$ cat config.mk
export PLATFORM = sky130hd
export DESIGN_NAME = pl_clk_activity_monitor
export DESIGN_NICKNAME = d
export VERILOG_FILES = /design/src/rtl/pl_clk_activity_monitor.sv
export SDC_FILE = /design/constraint.sdc
export NUM_CORES = 1
export LEC_CHECK = 0
export ABC_CLOCK_PERIOD_IN_PS = 2700
export BUFFER_PORTS_ARGS = -buffer_cell sky130_fd_sc_hd__buf_2
export CAP_MARGIN = 10
export CORE_UTILIZATION = 58
export DETAILED_ROUTE_END_ITERATION = 16
export HOLD_SLACK_MARGIN = 0.02
export PLACE_DENSITY_LB_ADDON = 0.2
export SLEW_MARGIN = 20
export SYNTH_ARGS = -nofsm -noshare
export SYNTH_HDL_FRONTEND = slang
export SYNTH_SLANG_ARGS = --single-unit
$ cat constraint.sdc
create_clock -name pl_clk0 -period 2.7 [get_ports pl_clk0]
set_input_delay 0.27 -clock pl_clk0 [delete_from_list [all_inputs] [get_ports pl_clk0]]
set_output_delay 0.27 -clock pl_clk0 [all_outputs]
set_load 0.01 [all_outputs]
$ cat src/rtl/pl_clk_activity_monitor.sv
// Multi-channel clock/reset activity monitor: counts rising edges per channel over a window of pl_clk0 cycles.
// Latency: start in cycle T gives done (with edge_cnt/ch_alive updated) in cycle T+WIN_CYCLES+1.
// Backpressure: none; start is ignored in RUN/DONE, and results hold until the next done or reset.
//
// Ports:
//   pl_clk0          sole clock
//   pl_reset         synchronous active-high reset
//   ch_in            monitor inputs, already synchronous to pl_clk0
//   start            single-cycle request for one window (ignored when CONTINUOUS=1)
//   busy             high in RUN and DONE
//   done             one-cycle pulse, results valid
//   edge_cnt         latched per-channel counts, channel i at [i*CNT_W +: CNT_W]
//   ch_alive         latched edge_cnt[i] >= MIN_EDGES
//   rst_release_cnt  saturating pl_clk0 cycles since pl_reset deassertion
//   err_sticky       set when any channel was not alive at the end of a window
//
// Optional feature macro: PL_CLK_MON_STICKY_ERR_EN (enables the err_sticky register;
// without it err_sticky is tied low).
module pl_clk_activity_monitor #(
   parameter int NUM_CH     = 4,
   parameter int WIN_CYCLES = 1024,
   parameter int CNT_W      = 16,
   parameter int MIN_EDGES  = 1,
   parameter int RST_CNT_W  = 32,
   parameter int CONTINUOUS = 0
) (
   input  logic                      pl_clk0,
   input  logic                      pl_reset,
   input  logic [NUM_CH-1:0]         ch_in,
   input  logic                      start,
   output logic                      busy,
   output logic                      done,
   output logic [NUM_CH*CNT_W-1:0]   edge_cnt,
   output logic [NUM_CH-1:0]         ch_alive,
   output logic [RST_CNT_W-1:0]      rst_release_cnt,
   output logic                      err_sticky
);

   // win_cnt only spans 0..WIN_CYCLES-1
   localparam int WIN_W = (WIN_CYCLES > 2) ? $clog2(WIN_CYCLES) : 1;

   typedef enum logic [1:0] {ST_IDLE, ST_RUN, ST_DONE} state_t;

   state_t                  state_q;
   logic [WIN_W-1:0]        win_cnt_q;
   logic [NUM_CH-1:0]       prev_q;
   logic [CNT_W-1:0]        work_q [NUM_CH];
   logic [CNT_W-1:0]        work_d [NUM_CH];
   logic [NUM_CH-1:0]       alive_d;
   logic [NUM_CH-1:0]       rise;
   logic                    win_last;
   logic                    busy_q;
   logic                    done_q;
   logic [NUM_CH*CNT_W-1:0] edge_cnt_q;
   logic [NUM_CH-1:0]       alive_q;
   logic [RST_CNT_W-1:0]    rst_cnt_q;
   logic [RST_CNT_W-1:0]    rst_cnt_d;

   assign win_last = (win_cnt_q == WIN_W'(WIN_CYCLES - 1));

   // work_d is the counter value including this cycle's edge; it is what gets
   // latched on the last RUN cycle so the final edge of the window is not lost.
   always_comb begin
      rise = ch_in & ~prev_q;
      for (int i = 0; i < NUM_CH; i++) begin
         work_d[i] = work_q[i];
         if (rise[i] && (work_q[i] != {CNT_W{1'b1}})) begin
            work_d[i] = work_q[i] + CNT_W'(1);
         end
         alive_d[i] = (work_d[i] >= CNT_W'(MIN_EDGES));
      end
   end

   always_comb begin
      rst_cnt_d = rst_cnt_q;
      if (rst_cnt_q != {RST_CNT_W{1'b1}}) begin
         rst_cnt_d = rst_cnt_q + RST_CNT_W'(1);
      end
   end

   always_ff @(posedge pl_clk0) begin
      if (pl_reset) begin
         state_q    <= ST_IDLE;
         win_cnt_q  <= '0;
         prev_q     <= '0;
         busy_q     <= 1'b0;
         done_q     <= 1'b0;
         edge_cnt_q <= '0;
         alive_q    <= '0;
         rst_cnt_q  <= '0;
         for (int i = 0; i < NUM_CH; i++) begin
            work_q[i] <= '0;
         end
      end else begin
         // prev tracks ch_in in every state so RUN entry never sees a stale 0
         prev_q    <= ch_in;
         rst_cnt_q <= rst_cnt_d;
         done_q    <= 1'b0;
         case (state_q)
            ST_IDLE: begin
               win_cnt_q <= '0;
               for (int i = 0; i < NUM_CH; i++) begin
                  work_q[i] <= '0;
               end
               if (start || (CONTINUOUS != 0)) begin
                  state_q <= ST_RUN;
                  busy_q  <= 1'b1;
               end
            end
            ST_RUN: begin
               win_cnt_q <= win_cnt_q + WIN_W'(1);
               for (int i = 0; i < NUM_CH; i++) begin
                  work_q[i] <= work_d[i];
               end
               if (win_last) begin
                  state_q <= ST_DONE;
                  done_q  <= 1'b1;
                  alive_q <= alive_d;
                  for (int i = 0; i < NUM_CH; i++) begin
                     edge_cnt_q[i*CNT_W +: CNT_W] <= work_d[i];
                  end
               end
            end
            ST_DONE: begin
               // clearing here gives back-to-back windows a clean start
               win_cnt_q <= '0;
               for (int i = 0; i < NUM_CH; i++) begin
                  work_q[i] <= '0;
               end
               if (CONTINUOUS != 0) begin
                  state_q <= ST_RUN;
               end else begin
                  state_q <= ST_IDLE;
                  busy_q  <= 1'b0;
               end
            end
            default: begin
               state_q <= ST_IDLE;
               busy_q  <= 1'b0;
            end
         endcase
      end
   end

   assign busy            = busy_q;
   assign done            = done_q;
   assign edge_cnt        = edge_cnt_q;
   assign ch_alive        = alive_q;
   assign rst_release_cnt = rst_cnt_q;

`ifdef PL_CLK_MON_STICKY_ERR_EN
   logic err_q;

   // set alongside the result latch so it is visible in the DONE cycle
   always_ff @(posedge pl_clk0) begin
      if (pl_reset) begin
         err_q <= 1'b0;
      end else if ((state_q == ST_RUN) && win_last && !(&alive_d)) begin
         err_q <= 1'b1;
      end
   end

   assign err_sticky = err_q;
`else
   assign err_sticky = 1'b0;
`endif

endmodule

# Word-level counts from Yosys, hierarchy flattened
# Memories as Yosys holds them, arrays and structs flattened.
# Cells that the tools add are included.
[totals] memories=1 elab_cells=89 in_bits=7 output_inout_bits=103 ramBits=64 regBits=118
[mem_list] memory="work_q" words=4 width=16 read_ports=4 rd_clocked_by_memory_dff=0 wr=4 line_no="47" text="logic [CNT_W-1:0] work_q [NUM_CH];"
[classes] n_addsub=6 order_cmp=4 n_reduce_logical=11 n_eq_ne=10 n_mux=34 n_bitwise=15
[op_table] op="$mux 16" count=16
[op_table] op="$add 16x1->16 const B" count=4
[op_table] op="$ge 16x1->1 const B" count=4
[op_table] op="$ne 16x16->1 const B" count=4
[op_table] op="$add 32x1->32 const B" count=1
[op_table] op="$ne 32x32->1 const B" count=1
[op_table] op="$pmux 10 s2" count=1
[op_table] op="$mux 1" count=13
[op_table] op="$or 1x1->1" count=12
[op_table] op="$add 10x1->10 const B" count=1
[op_table] op="$eq 10x10->1 const B" count=1
[op_table] op="$reduce_and 2->1" count=3
[op_table] op="$and 4x4->4" count=1
[op_table] op="$logic_and 1x1->1" count=4
[op_table] op="$mux 2" count=2
[op_table] op="$ne 2x2->1 const B" count=2
[op_table] op="$not 4->4" count=1
[op_table] op="$pmux 2 s2" count=1
[op_table] op="$reduce_or 2->1" count=2
[op_table] op="$eq 2x1->1 const B" count=1
[op_table] op="$eq 2x2->1 const B" count=1
[op_table] op="$logic_not 2->1" count=1
[op_table] op="$pmux 1 s2" count=1
[op_table] op="$reduce_bool 2->1" count=1
[op_table] op="$not 1->1" count=1

# Logic depth before layout (Yosys ltp)
[depth] ltp_word=7 ltp_mapped=10 depth_no_buf=8

# Least setup slack after synthesis
# No wires, ideal clock.
[synth_timing] path_kind="register to register" startpoint="memory work_q[1][0]" endpoint="register alive_q[1], in the netlist ch_alive[1]" arrival_ns=2.162 period_less_slack_ns=2.294 path_buffers=0 setup_slack_ns=0.406 path_stages_with_launch=9 required_ns=2.568 setup_time_ns=0.132 cell_sequence="dfxtp_1 -> ha_1 -> nand3_1 -> or4_4 -> o21ai_2 -> mux2i_1 -> o2111ai_1 -> nor4b_1 -> nor3_1"
[synth_rtl] item="start: declaration" line_no="47"
[synth_rtl] item="end signal: assignment" line_no="118" text="alive_q <= alive_d;"
[synth_rtl] item="end: declaration" line_no="55" text="logic [NUM_CH-1:0] alive_q;"

==> impl_metrics.py <==
metrics = {
    "route": {
        "drc": 0,
        "ant_nets": 0,
        "wl_per_cell_um": 14.87,
        "via_per_inst": 5.675,
        "dr.pass1.iters": 5,
        "wirelength_mm": 19.85,
        "drt_iter0_drc": 399,
        "vias": 7576,
    },
    "floorplanning": {
        "io_pins": 110,
        "coreArea_um2": 15150,
        "rows": 45,
        "die_area_um2": 16010,
        "fp.dieW_um": 126.5,
        "start_util": 0.5937,
        "dieHeight_um": 126.5,
    },
    "hold_path": {
        "hp-class": "input port to register",
        "worstHoldStart": "ch_in[3]",
        "holdPathStages": 2,
        "whs_endpoint": "prev_q[3]",
    },
    "critical_path": {
        "cp_max_fo": 5,
        "cp.required_ps": 3000,
        "worstPathCellList": "ha_1 > nand3_1 > or4_4 > o21ai_4 > mux2i_2 > o2111ai_1 > nor4b_2 > nor3_1",
        "critPathArrivalTime_ps": 2850,
        "path_buf_inv": 0,
        "reg2reg_slack_ps": 150,
        "rr_endpoint": "ch_alive[1]",
        "crit_path_end_kind": "register",
        "max_stage_delay_ps": 570,
        "rr_worst_depth": 8,
        "slowest_stage": "or4_4",
        "cpLargestDelayFamily": "simple AND/OR/NAND/NOR gates",
        "r2r_start": "work_q[1][1]",
        "start_kind": "register",
        "crit_type": "register to register",
    },
    "clock_network": {
        "root_buffer": "clkbuf_16",
        "htree_levels": 4,
        "cts_hold_buf": 0,
        "tritoncts": "done",
        "post_cts_buffers": 0,
        "cts_sinks": 182,
        "clkTransAtPathRegs_ps": 70,
        "clk_latency_ps": 430,
        "cts_made_buffers": 17,
        "clock_path_buffers": 2,
    },
    "logic_synthesis": {
        "synth_area_leaders": "dfxtp_1, nor2_1, xnor2_1",
        "synth_nets": 1077,
        "synth_top_cells_by_count": "nor2_1, dfxtp_1, nand2_1",
        "synth_top_area_frac": 0.3696,
        "yosysTopAreaCell": "dfxtp_1",
        "synth.most_common_cell": "nor2_1",
        "synth.distinct_cells": 64,
        "synth_edf_count": 16,
        "syn_avg_cell_area_um2": 8.451,
        "syn_area_um2": 8992,
        "ys_seq_area_frac": 0.4230,
        "synth_seq_cells": 182,
        "async_reset_ff_frac": 0,
        "ys.flop_type": "dfxtp_1",
        "syn_inst": 1064,
        "synth_warnings": 0,
    },
    "sta": {
        "clock.fmax_mhz": 392.6,
        "finalSetupViolCount": 0,
        "worst_slack_ps": 152.9,
        "drv_slew": 0,
        "finalHoldViolations": 0,
        "tns_ps": 0,
        "fin_hold_ws_ps": 82.28,
        "fin_crit_sh": 0.9434,
        "skew_ps": 6.736,
        "post-route-min-period_ps": 2547,
        "worst_slew_pin_slew_ps": 790.2,
        "rsz0062_at_grt": "no",
        "slew_headroom": 0.4719,
    },
    "placement": {
        "place_congestion": 0.9071,
        "place_hpwl_mm": 13.81,
        "pre_cts_slack_ps": 79.08,
        "dpl_cell_area_um2": 9602,
        "place_inst": 1303,
        "port_buffers": 108,
    },
    "layout": {
        "fin_cells": 1335,
        "fin_area_um2": 10210,
        "nets": 1147,
        "area_growth_syn_to_layout_pct": 13.50,
        "num-fill-cells": 1264,
        "drive_gt1_frac": 0.1709,
        "post-route-util": 0.6739,
        "diodes": 0,
    },
    "power_and_ir_drop": {
        "p_clk_frac": 0.458,
        "p_seq_frac": 0.517,
        "pwr-share-comb": 0.026,
        "p_leak_nw": 3.710,
        "p_int_mw": 4.137,
        "switchingPower_mw": 1.174,
        "switching_share": 0.2211,
        "powerDensity_nw_per_um2": 520.4,
        "power.total_mw": 5.311,
        "vdd_drop_max_mv": 0.4127,
    },
    "global_route": {
        "grt_pass1_vias": 6832,
        "grt_usage": 0.2572,
        "grt_overflow": 0,
        "antenna_found_initial": 0,
        "grt_max_degree": 46,
        "grt_pass1_wl_mm": 33.26,
    },
    "run_status": {
        "outcome": "complete, no violations",
    },
    "flow_run": {
        "maxCapViolCount": 0,
    },
}
[worst max path at each step]
stage,startpoint,endpoint,slack [ps],cells past startpoint
final,work_q[1][1],ch_alive[1],150,8
after detailed placement,work_q[1][11],ch_alive[1],80,7
after global placement,work_q[1][8],ch_alive[1],280,7
after floorplan,work_q[1][0],ch_alive[1],410,8
after CTS,work_q[1][8],ch_alive[1],40,7
after global routing,work_q[1][1],ch_alive[1],30,8
[layout by cell type, fill, tap and decap left out, drive strengths merged, types with 20 or more instances in the layout]
master  count
xnor2      77
dfxtp     166
a21oi      32
buf       126
nand3      41
nor3       39
a211oi     49
nand2      79
o21ai      23
nor2      209
nand4      34
clkbuf     20
xor2       50
[cell families after synthesis]
family                     share of synthesized area
muxes                                        0.02546
DFF                                           0.4230
other                                      0.0004170
AOI/OAI and AO/OA                             0.1042
buffers and inverters                        0.04007
and+or+nand+nor                               0.2748
xor gates and xnor gates                      0.1237
adders and majority gates                   0.008348
[metal layers]
layer	vias up	wire [µm]	global-route usage
met5	-	0	0
met3	34	730	0.03838
met4	0	423	0.1042
met2	158	9071	0.4118
met1	3551	9626	0.3494
li1	3833	-	-
[final cells by class]
cell class / instances / area (µm²) / share of cell area
clock inverter: 12 / 113.9 / 0.01116
multi-input combinational: 799 / 4862 / 0.4764
clock buffer: 20 / 467.9 / 0.04585
sequential: 182 / 3806 / 0.3729
tap: 188 / 235.2 / 0.02305
timing repair buffer: 126 / 690.7 / 0.06767
inverter: 8 / 30.03 / 0.002942
[power groups by stage]
stage | combinational [mW] | clock (mW) | sequential, mW
finish | 0.136 | 2.43 | 2.74
global route | 0.151 | 2.59 | 2.74
CTS | 0.134 | 2.48 | 2.74
detailed placement | 0.134 | 0 | 2.80
global placement | 0.133 | 0 | 2.80
floorplan | 0.0970 | 0 | 2.80
[what timing repair did]
item | CTS | global route
endpoints found under the setup margin | 0 | 2
hold endpoints to repair | 0 | 0
gates resized for setup | 0 | 6
[registers in the layout, indices dropped and copies added (netlist names)]
| name | count |
|---|---|
| edge_cnt | 64 |
| busy | 1 |
| prev_q | 4 |
| work_q | 64 |
| rst_release_cnt | 32 |
| done | 1 |
| state_q | 2 |
| win_cnt_q | 10 |
| ch_alive | 4 |
No activity file was read; power rests on OpenSTA's default activity.
